==> config.mk <==
export PLATFORM = sky130hd
export DESIGN_NAME = ccip_c0_rd_arbiter
export DESIGN_NICKNAME = d
export VERILOG_FILES = /design/src/rtl/ccip_arb_pkg.sv /design/src/rtl/ccip_rr_arb.sv /design/src/rtl/ccip_c0_rd_arbiter.sv
export SDC_FILE = /design/constraint.sdc
export NUM_CORES = 1
export LEC_CHECK = 0
export CAP_MARGIN = 20
export CORE_AREA = 2 2 139 141
export CTS_CLUSTER_DIAMETER = 30
export CTS_CLUSTER_SIZE = 30
export DETAILED_ROUTE_END_ITERATION = 8
export DIE_AREA = 0 0 141 143
export PLACE_DENSITY = 0.77
export REMOVE_ABC_BUFFERS = 1
export SYNTH_ARGS = -nofsm -noshare
export SYNTH_HDL_FRONTEND = slang
export SYNTH_SLANG_ARGS = --single-unit
==> constraint.sdc <==
create_clock -name pClk -period 4 [get_ports pClk]
set_input_delay 0.8 -clock pClk [delete_from_list [all_inputs] [get_ports pClk]]
set_output_delay 0.8 -clock pClk [all_outputs]
set_load 0.02 [all_outputs]
==> src/rtl/ccip_arb_pkg.sv <==
// Shared definitions for the CCI-P c0 read arbiter: FSM state encoding,
// width helpers and the mdata field layout.
// Latency: n/a (package). Backpressure: n/a.
// Exports: t_arb_state, idx_width(), cnt_width(), mdata_tag_lsb(), MDATA_W.
package ccip_arb_pkg;

  // Arbiter mode: granting, waiting for in-flight reads, or quiesced.
  typedef enum logic [1:0] {
    RUN   = 2'd0,
    DRAIN = 2'd1,
    DONE  = 2'd2
  } t_arb_state;

  localparam int MDATA_W       = 16;
  localparam int MDATA_IDX_LSB = 0;

  // Requester index width; never below 1 so a two-requester build still has a bit.
  function automatic int idx_width(input int num_req);
    return (num_req <= 2) ? 1 : $clog2(num_req);
  endfunction

  // Outstanding counter must hold MAX_OUTSTANDING itself, hence the extra bit.
  function automatic int cnt_width(input int max_outstanding);
    return $clog2(max_outstanding) + 1;
  endfunction

  // Tag sits directly above the requester index inside mdata.
  function automatic int mdata_tag_lsb(input int num_req);
    return MDATA_IDX_LSB + idx_width(num_req);
  endfunction

endpackage

==> src/rtl/ccip_rr_arb.sv <==
// Round-robin picker: first eligible requester at or after the pointer, wrapping.
// Latency: combinational. Backpressure: none; only bits of eligible can be granted.
// Ports: eligible (in, per requester), ptr (in, search start), grant (out, one-hot),
//        grant_idx (out, encoded grant), grant_any (out, any bit of grant set).
module ccip_rr_arb
  import ccip_arb_pkg::*;
#(
  parameter int NUM_REQ = 4,
  parameter int IDX_W   = idx_width(NUM_REQ)
) (
  input  logic [NUM_REQ-1:0] eligible,
  input  logic [IDX_W-1:0]   ptr,
  output logic [NUM_REQ-1:0] grant,
  output logic [IDX_W-1:0]   grant_idx,
  output logic               grant_any
);

  logic [IDX_W-1:0] sel;

  // Walk the ring backwards from the farthest slot so the last hit written is
  // the closest eligible slot to ptr; this keeps the loop free of a found flag.
  always_comb begin
    grant     = '0;
    grant_idx = '0;
    sel       = '0;
    for (int k = NUM_REQ - 1; k >= 0; k--) begin
      sel = IDX_W'((int'(ptr) + k) % NUM_REQ);
      if (eligible[sel]) begin
        grant      = '0;
        grant[sel] = 1'b1;
        grant_idx  = sel;
      end
    end
  end

  assign grant_any = |grant;

endmodule

==> src/rtl/ccip_c0_rd_arbiter.sv <==
// Shares the CCI-P c0 Tx read channel among NUM_REQ requesters and routes c0 Rx responses back by mdata index.
// Latency: grant -> c0_tx_* 1 cycle; c0_rx -> rsp_* 1 cycle.
// Backpressure: grants withheld while almfull (registered), a requester's credits are exhausted, or draining; Rx never stalls.
// Ports: pClk/pClk_reset_n clock and async active-low reset; req_valid/req_addr/req_tag/req_ready requester side;
//        c0_tx_valid/c0_tx_addr/c0_tx_mdata/c0_tx_almfull FIU Tx side; c0_rx_rsp_valid/c0_rx_rsp_mdata FIU Rx side;
//        rsp_valid/rsp_tag routed response; drain_req/drain_done drain handshake; err_underflow sticky error.
module ccip_c0_rd_arbiter
  import ccip_arb_pkg::*;
#(
  parameter int NUM_REQ         = 4,
  parameter int MAX_OUTSTANDING = 64,
  parameter int ADDR_W          = 42,
  parameter int TAG_W           = 13
) (
  input  logic                      pClk,
  input  logic                      pClk_reset_n,
  input  logic [NUM_REQ-1:0]        req_valid,
  input  logic [NUM_REQ*ADDR_W-1:0] req_addr,
  input  logic [NUM_REQ*TAG_W-1:0]  req_tag,
  output logic [NUM_REQ-1:0]        req_ready,
  output logic                      c0_tx_valid,
  output logic [ADDR_W-1:0]         c0_tx_addr,
  output logic [15:0]               c0_tx_mdata,
  input  logic                      c0_tx_almfull,
  input  logic                      c0_rx_rsp_valid,
  input  logic [15:0]               c0_rx_rsp_mdata,
  output logic [NUM_REQ-1:0]        rsp_valid,
  output logic [TAG_W-1:0]          rsp_tag,
  input  logic                      drain_req,
  output logic                      drain_done,
  output logic                      err_underflow
);

  localparam int IDX_W   = idx_width(NUM_REQ);
  localparam int CNT_W   = cnt_width(MAX_OUTSTANDING);
  localparam int TAG_LSB = mdata_tag_lsb(NUM_REQ);
  localparam logic [CNT_W-1:0] CNT_FULL = CNT_W'(MAX_OUTSTANDING);

  t_arb_state          state_q, state_d;
  logic                almfull_q;
  logic [IDX_W-1:0]    ptr_q;
  logic [CNT_W-1:0]    cnt_q [NUM_REQ];

  logic [NUM_REQ-1:0]  cnt_room;
  logic [NUM_REQ-1:0]  cnt_zero;
  logic                run_ok;
  logic [NUM_REQ-1:0]  eligible;
  logic [NUM_REQ-1:0]  grant;
  logic [IDX_W-1:0]    grant_idx;
  logic                grant_any;

  logic [ADDR_W-1:0]   tx_addr_d;
  logic [TAG_W-1:0]    tx_tag_d;
  logic [15:0]         tx_mdata_d;

  logic [IDX_W-1:0]    rx_idx;
  logic [TAG_W-1:0]    rx_tag;
  logic [NUM_REQ-1:0]  rx_hit;
  logic                rx_underflow;
  logic                rx_mdata_unused;

  // ---------------- eligibility and arbitration ----------------
  always_comb begin
    cnt_room = '0;
    cnt_zero = '0;
    for (int i = 0; i < NUM_REQ; i++) begin
      cnt_room[i] = (cnt_q[i] != CNT_FULL);
      cnt_zero[i] = (cnt_q[i] == '0);
    end
  end

  // Reset is folded in so req_ready drops the moment reset asserts.
  assign run_ok   = pClk_reset_n & ~almfull_q & (state_q == RUN);
  assign eligible = req_valid & cnt_room & {NUM_REQ{run_ok}};

  ccip_rr_arb #(
    .NUM_REQ (NUM_REQ),
    .IDX_W   (IDX_W)
  ) u_rr_arb (
    .eligible  (eligible),
    .ptr       (ptr_q),
    .grant     (grant),
    .grant_idx (grant_idx),
    .grant_any (grant_any)
  );

  assign req_ready = grant;

  // ---------------- Tx request formation ----------------
  always_comb begin
    tx_addr_d = '0;
    tx_tag_d  = '0;
    for (int i = 0; i < NUM_REQ; i++) begin
      if (grant[i]) begin
        tx_addr_d = req_addr[i*ADDR_W +: ADDR_W];
        tx_tag_d  = req_tag[i*TAG_W +: TAG_W];
      end
    end
  end

  always_comb begin
    tx_mdata_d                          = '0;
    tx_mdata_d[MDATA_IDX_LSB +: IDX_W]  = grant_idx;
    tx_mdata_d[TAG_LSB +: TAG_W]        = tx_tag_d;
  end

  // ---------------- Rx response decode ----------------
  assign rx_idx          = c0_rx_rsp_mdata[MDATA_IDX_LSB +: IDX_W];
  assign rx_tag          = c0_rx_rsp_mdata[TAG_LSB +: TAG_W];
  assign rx_mdata_unused = ^c0_rx_rsp_mdata[MDATA_W-1:TAG_LSB+TAG_W];

  always_comb begin
    rx_hit = '0;
    for (int i = 0; i < NUM_REQ; i++) begin
      rx_hit[i] = c0_rx_rsp_valid && (rx_idx == IDX_W'(i));
    end
  end

  // A response that decodes to no requester, or to one with nothing in flight,
  // cannot be matched to a request.
  assign rx_underflow = c0_rx_rsp_valid & ((rx_hit == '0) | (|(rx_hit & cnt_zero)));

  // ---------------- drain FSM ----------------
  always_comb begin
    state_d = state_q;
    case (state_q)
      RUN: begin
        if (drain_req) state_d = DRAIN;
      end
      DRAIN: begin
        // A grant from the last RUN cycle may still sit in the Tx register.
        if (!drain_req)                    state_d = RUN;
        else if (&cnt_zero && !c0_tx_valid) state_d = DONE;
      end
      DONE: begin
        if (!drain_req) state_d = RUN;
      end
      default: state_d = RUN;
    endcase
  end

  assign drain_done = (state_q == DONE);

  // ---------------- sequential state ----------------
  always_ff @(posedge pClk or negedge pClk_reset_n) begin
    if (!pClk_reset_n) begin
      state_q   <= RUN;
      almfull_q <= 1'b0;
      ptr_q     <= '0;
    end else begin
      state_q   <= state_d;
      almfull_q <= c0_tx_almfull;
      if (grant_any) ptr_q <= IDX_W'((int'(grant_idx) + 1) % NUM_REQ);
    end
  end

  // Same-cycle grant and response cancel; a response never takes a counter below 0.
  always_ff @(posedge pClk or negedge pClk_reset_n) begin
    if (!pClk_reset_n) begin
      for (int i = 0; i < NUM_REQ; i++) cnt_q[i] <= '0;
    end else begin
      for (int i = 0; i < NUM_REQ; i++) begin
        if (grant[i] && !rx_hit[i])                    cnt_q[i] <= cnt_q[i] + 1'b1;
        else if (!grant[i] && rx_hit[i] && !cnt_zero[i]) cnt_q[i] <= cnt_q[i] - 1'b1;
      end
    end
  end

  always_ff @(posedge pClk or negedge pClk_reset_n) begin
    if (!pClk_reset_n) begin
      c0_tx_valid <= 1'b0;
      c0_tx_addr  <= '0;
      c0_tx_mdata <= '0;
    end else begin
      c0_tx_valid <= grant_any;
      if (grant_any) begin
        c0_tx_addr  <= tx_addr_d;
        c0_tx_mdata <= tx_mdata_d;
      end
    end
  end

  always_ff @(posedge pClk or negedge pClk_reset_n) begin
    if (!pClk_reset_n) begin
      rsp_valid     <= '0;
      rsp_tag       <= '0;
      err_underflow <= 1'b0;
    end else begin
      rsp_valid <= rx_hit;
      if (|rx_hit) rsp_tag <= rx_tag;
      if (rx_underflow) err_underflow <= 1'b1;
    end
  end

endmodule

After elaboration in Yosys (flattened, before gate mapping)
Index checks and enable logic that the tools add are counted.
{"block": "classes", "n_eq_ne": 12, "reduce_logical": 50, "n_addsub": 12, "bitwise": 8, "muxes": 45, "order_cmp": 8}
{"op": "$mux 42", "count": 4}
{"op": "$mux 7", "count": 8}
{"op": "$mux 13", "count": 4}
{"op": "$add 7x1->7 const B", "count": 4}
{"op": "$logic_not 7->1", "count": 4}
{"op": "$ne 7x7->1 const B", "count": 4}
{"op": "$sub 7x1->7 const B", "count": 4}
{"op": "$logic_and 1x1->1", "count": 21}
{"op": "$mux 2", "count": 8}
{"op": "$mux 4", "count": 4}
{"op": "$logic_not 1->1", "count": 13}
{"op": "$and 4x4->4", "count": 3}
{"op": "$lt 2x3->1 const B", "count": 4}
{"op": "$reduce_or 4->1", "count": 3}
{"op": "$bmux 1 s2", "count": 4}
{"op": "$demux 1 s2", "count": 4}
{"op": "$ge 2x1->1 const B", "count": 4}
{"op": "$mux 1", "count": 8}
{"op": "$reduce_bool 2->1", "count": 4}
{"op": "$eq 2x2->1 const B", "count": 3}
{"op": "$pmux 2 s3", "count": 1}
{"op": "$add 2x1->2 const B", "count": 2}
{"op": "$add 2x2->2 const B", "count": 2}
{"op": "$eq 2x1->1 const B", "count": 2}
{"op": "other kinds (9)", "count": 13}
{"block": "totals", "output_inout_bits": 82, "reg_bits": 109, "wordCells": 148, "in_bits": 245}

Logic depth before layout (Yosys ltp)
{"block": "logic_depth", "word_depth": 15, "ltp_mapped": 17}

Hierarchy
Synthesis repeated with hierarchy kept, for this count alone.
{"block": "unflattened", "hier_cells": 789, "area_unflattened_um2": 7302.0}
{"mod": "ccip_c0_rd_arbiter", "instances": 1, "cells_per_inst": 728, "area_each_um2": 6824.0}
{"mod": "ccip_rr_arb", "instances": 1, "cells_per_inst": 61, "area_each_um2": 478.0}

Worst setup path before layout
No wires, ideal clock.
{"block": "synth_path", "kind": "input port to flip-flop", "start": "input pClk_reset_n", "end": "register cnt_q[27] (netlist bit)", "t_required_ns": 3.873, "arrival_time_ns": 4.164, "path_stages": 15, "path_slack_ns": -0.291, "path_cell_list": "nor4b_4 buf_6 o211ai_4 mux4_2 and2_0 o211a_2 or3_1 fa_1 a21o_1 a21oi_1 o21bai_1 a21oi_1 nor4_1 a211oi_1 a21oi_1"}
{"block": "synth_via", "elab_chain_len": 13, "word_cells_on_any_way": 21, "cone_classes": "mux (13); bitwise (3); reduce/logical (5)"}
{"element": "start: declaration", "line_no": "ccip_c0_rd_arbiter.sv:16", "rtl": "input logic pClk_reset_n,"}
{"element": "$and 1x1->1 * (2 in series)", "line_no": "ccip_c0_rd_arbiter.sv:73", "rtl": "assign run_ok = pClk_reset_n & ~almfull_q & (state_q == RUN);"}
{"element": "$and 4x4->4 *", "line_no": "ccip_c0_rd_arbiter.sv:74", "rtl": "assign eligible = req_valid & cnt_room & {NUM_REQ{run_ok}};"}
{"element": "$bmux 1 s2", "line_no": "ccip_rr_arb.sv:28", "rtl": "if (eligible[sel]) begin"}
{"element": "$mux 1 (not written as such)", "line_no": "ccip_rr_arb.sv:28"}
{"element": "$mux 4 (3 in series)", "line_no": "ccip_rr_arb.sv:28"}
{"element": "$mux 4 *", "line_no": "ccip_rr_arb.sv:28"}
{"element": "$logic_not 1->1", "line_no": "ccip_c0_rd_arbiter.sv:164", "rtl": "else if (!grant[i] && rx_hit[i] && !cnt_zero[i]) cnt_q[i] <= cnt_q[i] - 1'b1;"}
{"element": "$logic_and 1x1->1 (2 in series)", "line_no": "ccip_c0_rd_arbiter.sv:164"}
{"element": "$reduce_bool 2->1 (no source line)"}
{"element": "end signal: indexed assignment", "line_no": "ccip_c0_rd_arbiter.sv:163", "rtl": "if (grant[i] && !rx_hit[i]) cnt_q[i] <= cnt_q[i] + 1'b1;"}
{"element": "end signal: indexed assignment", "line_no": "ccip_c0_rd_arbiter.sv:164"}
{"element": "end: declaration", "line_no": "ccip_c0_rd_arbiter.sv:42", "rtl": "logic [CNT_W-1:0] cnt_q [NUM_REQ];"}
Every way passes the cells marked *; elsewhere a longest branch is shown, timed or not. The select of a mux whose other input is x is not followed.
A chain may end at the register's enable or synchronous reset.

Worst setup path after layout
{"block": "layout_path", "start": "input pClk_reset_n", "end": "output req_ready[3]"}
{"block": "layout_via", "elab_chain_len": 9, "word_cells_on_any_way": 15, "cone_classes": "mux (12); bitwise (3)"}
{"element": "$and 1x1->1 * (2 in series)", "line_no": "ccip_c0_rd_arbiter.sv:73"}
{"element": "$and 4x4->4 *", "line_no": "ccip_c0_rd_arbiter.sv:74"}
{"element": "$bmux 1 s2", "line_no": "ccip_rr_arb.sv:28"}
{"element": "$mux 1 (not written as such)", "line_no": "ccip_rr_arb.sv:28"}
{"element": "$mux 4 (3 in series)", "line_no": "ccip_rr_arb.sv:28"}
{"element": "$mux 4 *", "line_no": "ccip_rr_arb.sv:28"}
{"element": "end: declaration", "line_no": "ccip_c0_rd_arbiter.sv:20", "rtl": "output logic [NUM_REQ-1:0] req_ready,"}
Marks and branches as above.

==> impl_metrics.tcl <==
set metrics [dict create \
    status "finished clean" \
    h-tree-depth 3 \
    syn2layout_area_growth_pct 66.89 \
    period_share_pct 99.55 \
    post-route-min-period_ns 3.982 \
    maxSlewHeadroom_pct 48.81 \
    viasPerCell 5.769 \
    crit_path_end_kind "primary output" \
    rr_endpoint "cnt_q[6]" \
    synth_cell_type_count 72 \
    dieHeight_microns 143 \
    slowest_stage "mux4_2" \
    io_buffers 324 \
    synth_top_flop_cell "dfrtp_1" \
    finalWorstSetupSlack_ns 0.01800 \
    path_max_fanout 11 \
    holdPathEnd "cnt_q[13]" \
    path_clk_slew_ns 0.08 \
    critical_path.top_delay_family "simple AND/OR/NAND/NOR gates" \
    drtAntennaViolNets 0 \
    wirelength_mm 28.24 \
    grt_max_degree 58 \
    grt_setup_unrepaired "true" \
    fillers 1525 \
    hold_viol 0 \
    io_pins 327 \
    dp_worst_setup_slack_ns -0.4024 \
    synthTopCellsByArea "dfrtp_1 (39%), a221oi_1 (7.0%), a32oi_1 (6.9%)" \
    dieArea_sq_um 20160 \
    initial_utilization_pct 37.62 \
    fin_util_pct 62.79 \
    yosysWarningCount 0 \
    gr-total-overflow 0 \
    synth_top_area_cell "dfrtp_1" \
    clk_latency_ns 0.36 \
    fin_nets 1335 \
    grt_pass1_wl_mm 42.48 \
    yosysTopAreaCellShare_pct 39.02 \
    core_area_sq_um 18580 \
    syn_area_sq_um 6990 \
    place_inst 1271 \
    finalClockSkew_ns 0.01019 \
    post-route-drc-count 0 \
    antenna_found_initial 2 \
    setup_viol 0 \
    cp.depth 10 \
    leakagePower_nw 4.731 \
    first_iter_violations 446 \
    wire_per_inst_microns 21.74 \
    postSynthAreaPerCell_sq_um 10.64 \
    grt_use_total_pct 27.27 \
    drt-pass1-iter-count 4 \
    cts_tree "done" \
    cts_root_buffer "clkbuf_16" \
    required_ns 3.20 \
    maxSlewViolCount 0 \
    synth-async-reset-ratio_pct 100.0 \
    vias 7494 \
    crit_type "input port to primary output" \
    die_w_microns 141 \
    clk_path_buf_depth 2 \
    synth_common_cells "dfrtp_1 (109), nor2_1 (64), a221oi_1 (56)" \
    max_cap_viol_count 0 \
    whs_ns 0.4947 \
    cts_buffers 9 \
    ir_worst_vdd_mv 0.4295 \
    cts_sinks 109 \
    cp.arrival_ns 3.18 \
    min_path_type "flop to flop" \
    power_mw 9.125 \
    start_kind "input port" \
    timing.reg2reg.setup_slack_ns 0.06 \
    max_freq_mhz 251.1 \
    layout.cells.non_filler 1299 \
    tightest_slew_ns 0.7679 \
    dp_hpwl_mm 21.38 \
    ys_ff_latch 109 \
    crit_chain "buf_4 > nor4b_4 > buf_12 > o211ai_2 > mux4_2 > or2_1 > a221oi_4 > or2_2 > inv_2 > dlygate4sd2_1" \
    slowest_delay_ns 0.56 \
    reg2reg_depth 16 \
    first_global_vias 7536 \
    holdBufCountCts 0 \
    path_buf_inv 4 \
    synth_edf_count 0 \
    holdPathStages 1 \
    synth_cells 657 \
    yosysMostFrequentCell "dfrtp_1" \
    yosysSeqAreaShare_pct 39.02 \
    gp_congestion 0.9060 \
    hp-start "cnt_q[13]" \
    rows 50 \
    r2r_start "cnt_q[17]" \
    final_layout_size_suffix_gt1_share_pct 20.70 \
    p_per_area_nw_per_um2 782.1 \
]
[logic make-up (layout without fill, tap and decap cells)]
logic type	Yosys count	in the layout	synth area share [%]
AOI/OAI and AO/OA	254	254	30.79
xor gates and xnor gates	24	24	3.007
adders and majority gates	32	32	6.157
buffers and inverters	72	478	5.030
DFF	109	109	39.02
muxes	42	42	7.249
other	1	3	0.05364
and+or+nand+nor	123	123	8.698
[worst reg2reg max path, stage by stage, from the launching register on]
cell and delay (ns):
dfrtp_1 0.39, or4_4 0.58, buf_6 0.15, o211a_4 0.24, o32a_1 0.33, o2bb2ai_4 0.21, a221oi_4 0.11, or3_4 0.45
fa_2 0.39, a21oi_2 0.12, nor2_1 0.05, nor2_1 0.13, o21bai_1 0.11, a21oi_2 0.20, nor4_2 0.05, a31oi_1 0.20
xnor2_1 0.14
[sequential cells by signal, summed over array words and instances (netlist names)]
| name | flops |
|---|---|
| state_q | 2 |
| err_underflow | 1 |
| ptr_q | 2 |
| c0_tx_mdata | 15 |
| rsp_valid | 4 |
| rsp_tag | 13 |
| cnt_q | 28 |
| almfull_q | 1 |
| c0_tx_addr | 42 |
| c0_tx_valid | 1 |
[layer usage]
layer / wire length [microns] / global-route usage [%] / part of all wire [%]
met1: 11400 / 35.50 / 40
met2: 14220 / 44.29 / 50
met3: 1702 / 6.304 / 6.0
met4: 899 / 10.63 / 3.2
met5: 13 / 0 / 0.046
[through the flow]
stage	TNS, ns	area, sq um
CTS	-0.02645	11510
detailed placement	-3.048	11170
finish	0	11670
global placement	-1.987	11170
global route	-0.3916	11660
floorplan	-97.05	6706
[worst max-delay path by stage]
stage,start,endpoint,slack (ns)
after global routing,req_valid[0],cnt_q[6],-0.15
after floorplan,pClk_reset_n,c0_tx_addr[0],-1.64
final,pClk_reset_n,req_ready[3],0.02
after global placement,req_valid[0],cnt_q[27],-0.33
after detailed placement,req_valid[0],cnt_q[27],-0.40
after CTS,pClk_reset_n,req_ready[3],-0.03
[timing repair]
action | 4_1_cts | 5_1_grt
buffers inserted | 0 | 10
pin swaps | 1 | 15
setup endpoints to repair | 7 | 9
gates resized for setup | 9 | 19
[cell usage in the layout, fill, tap and decap left out, types with 4 or more instances in the layout]
cell type | synthesis | layout
a21oi_1 | 18 | 11
or3b_2 | 4 | 4
xnor2_1 | 15 | 15
nor2_1 | 64 | 64
inv_1 | 12 | 11
or4_4 | 3 | 4
o31ai_1 | 55 | 55
nand2_1 | 20 | 19
ha_1 | 28 | 27
clkdlybuf4s50_1 | 0 | 319
o2111ai_1 | 4 | 4
a221oi_1 | 56 | 56
inv_2 | 4 | 5
buf_12 | 0 | 7
mux2_4 | 5 | 5
buf_4 | 5 | 114
clkbuf_16 | 0 | 9
mux2i_1 | 6 | 6
mux2_2 | 23 | 23
a32oi_1 | 55 | 55
dfrtp_1 | 109 | 109
o21bai_1 | 9 | 9
or2_1 | 4 | 4
xor2_1 | 9 | 9
a21o_1 | 8 | 8
a21oi_2 | 0 | 7
mux2_1 | 6 | 6
[power by group]
part / total, mW / internal, mW / leakage (nW) / switching [mW]
registers: 1.80 / 1.56 / 1.35 / 0.241
logic: 6.36 / 3.09 / 3.23 / 3.26
clock network: 0.970 / 0.509 / 0.149 / 0.461
[area by class of cell]
| class | count | area [sq um] | share of cell area [%] |
|---|---|---|---|
| timing repair buffer | 444 | 4225 | 36.22 |
| multi-input combinational | 476 | 4040 | 34.63 |
| sequential | 109 | 2728 | 23.38 |
| tap | 234 | 292.8 | 2.510 |
| clock buffer | 10 | 239.0 | 2.048 |
| clock inverter | 6 | 68.82 | 0.5899 |
| inverter | 18 | 67.56 | 0.5792 |
| antenna | 2 | 5.005 | 0.04290 |
Note: power is estimated with default switching activity, not from simulation.
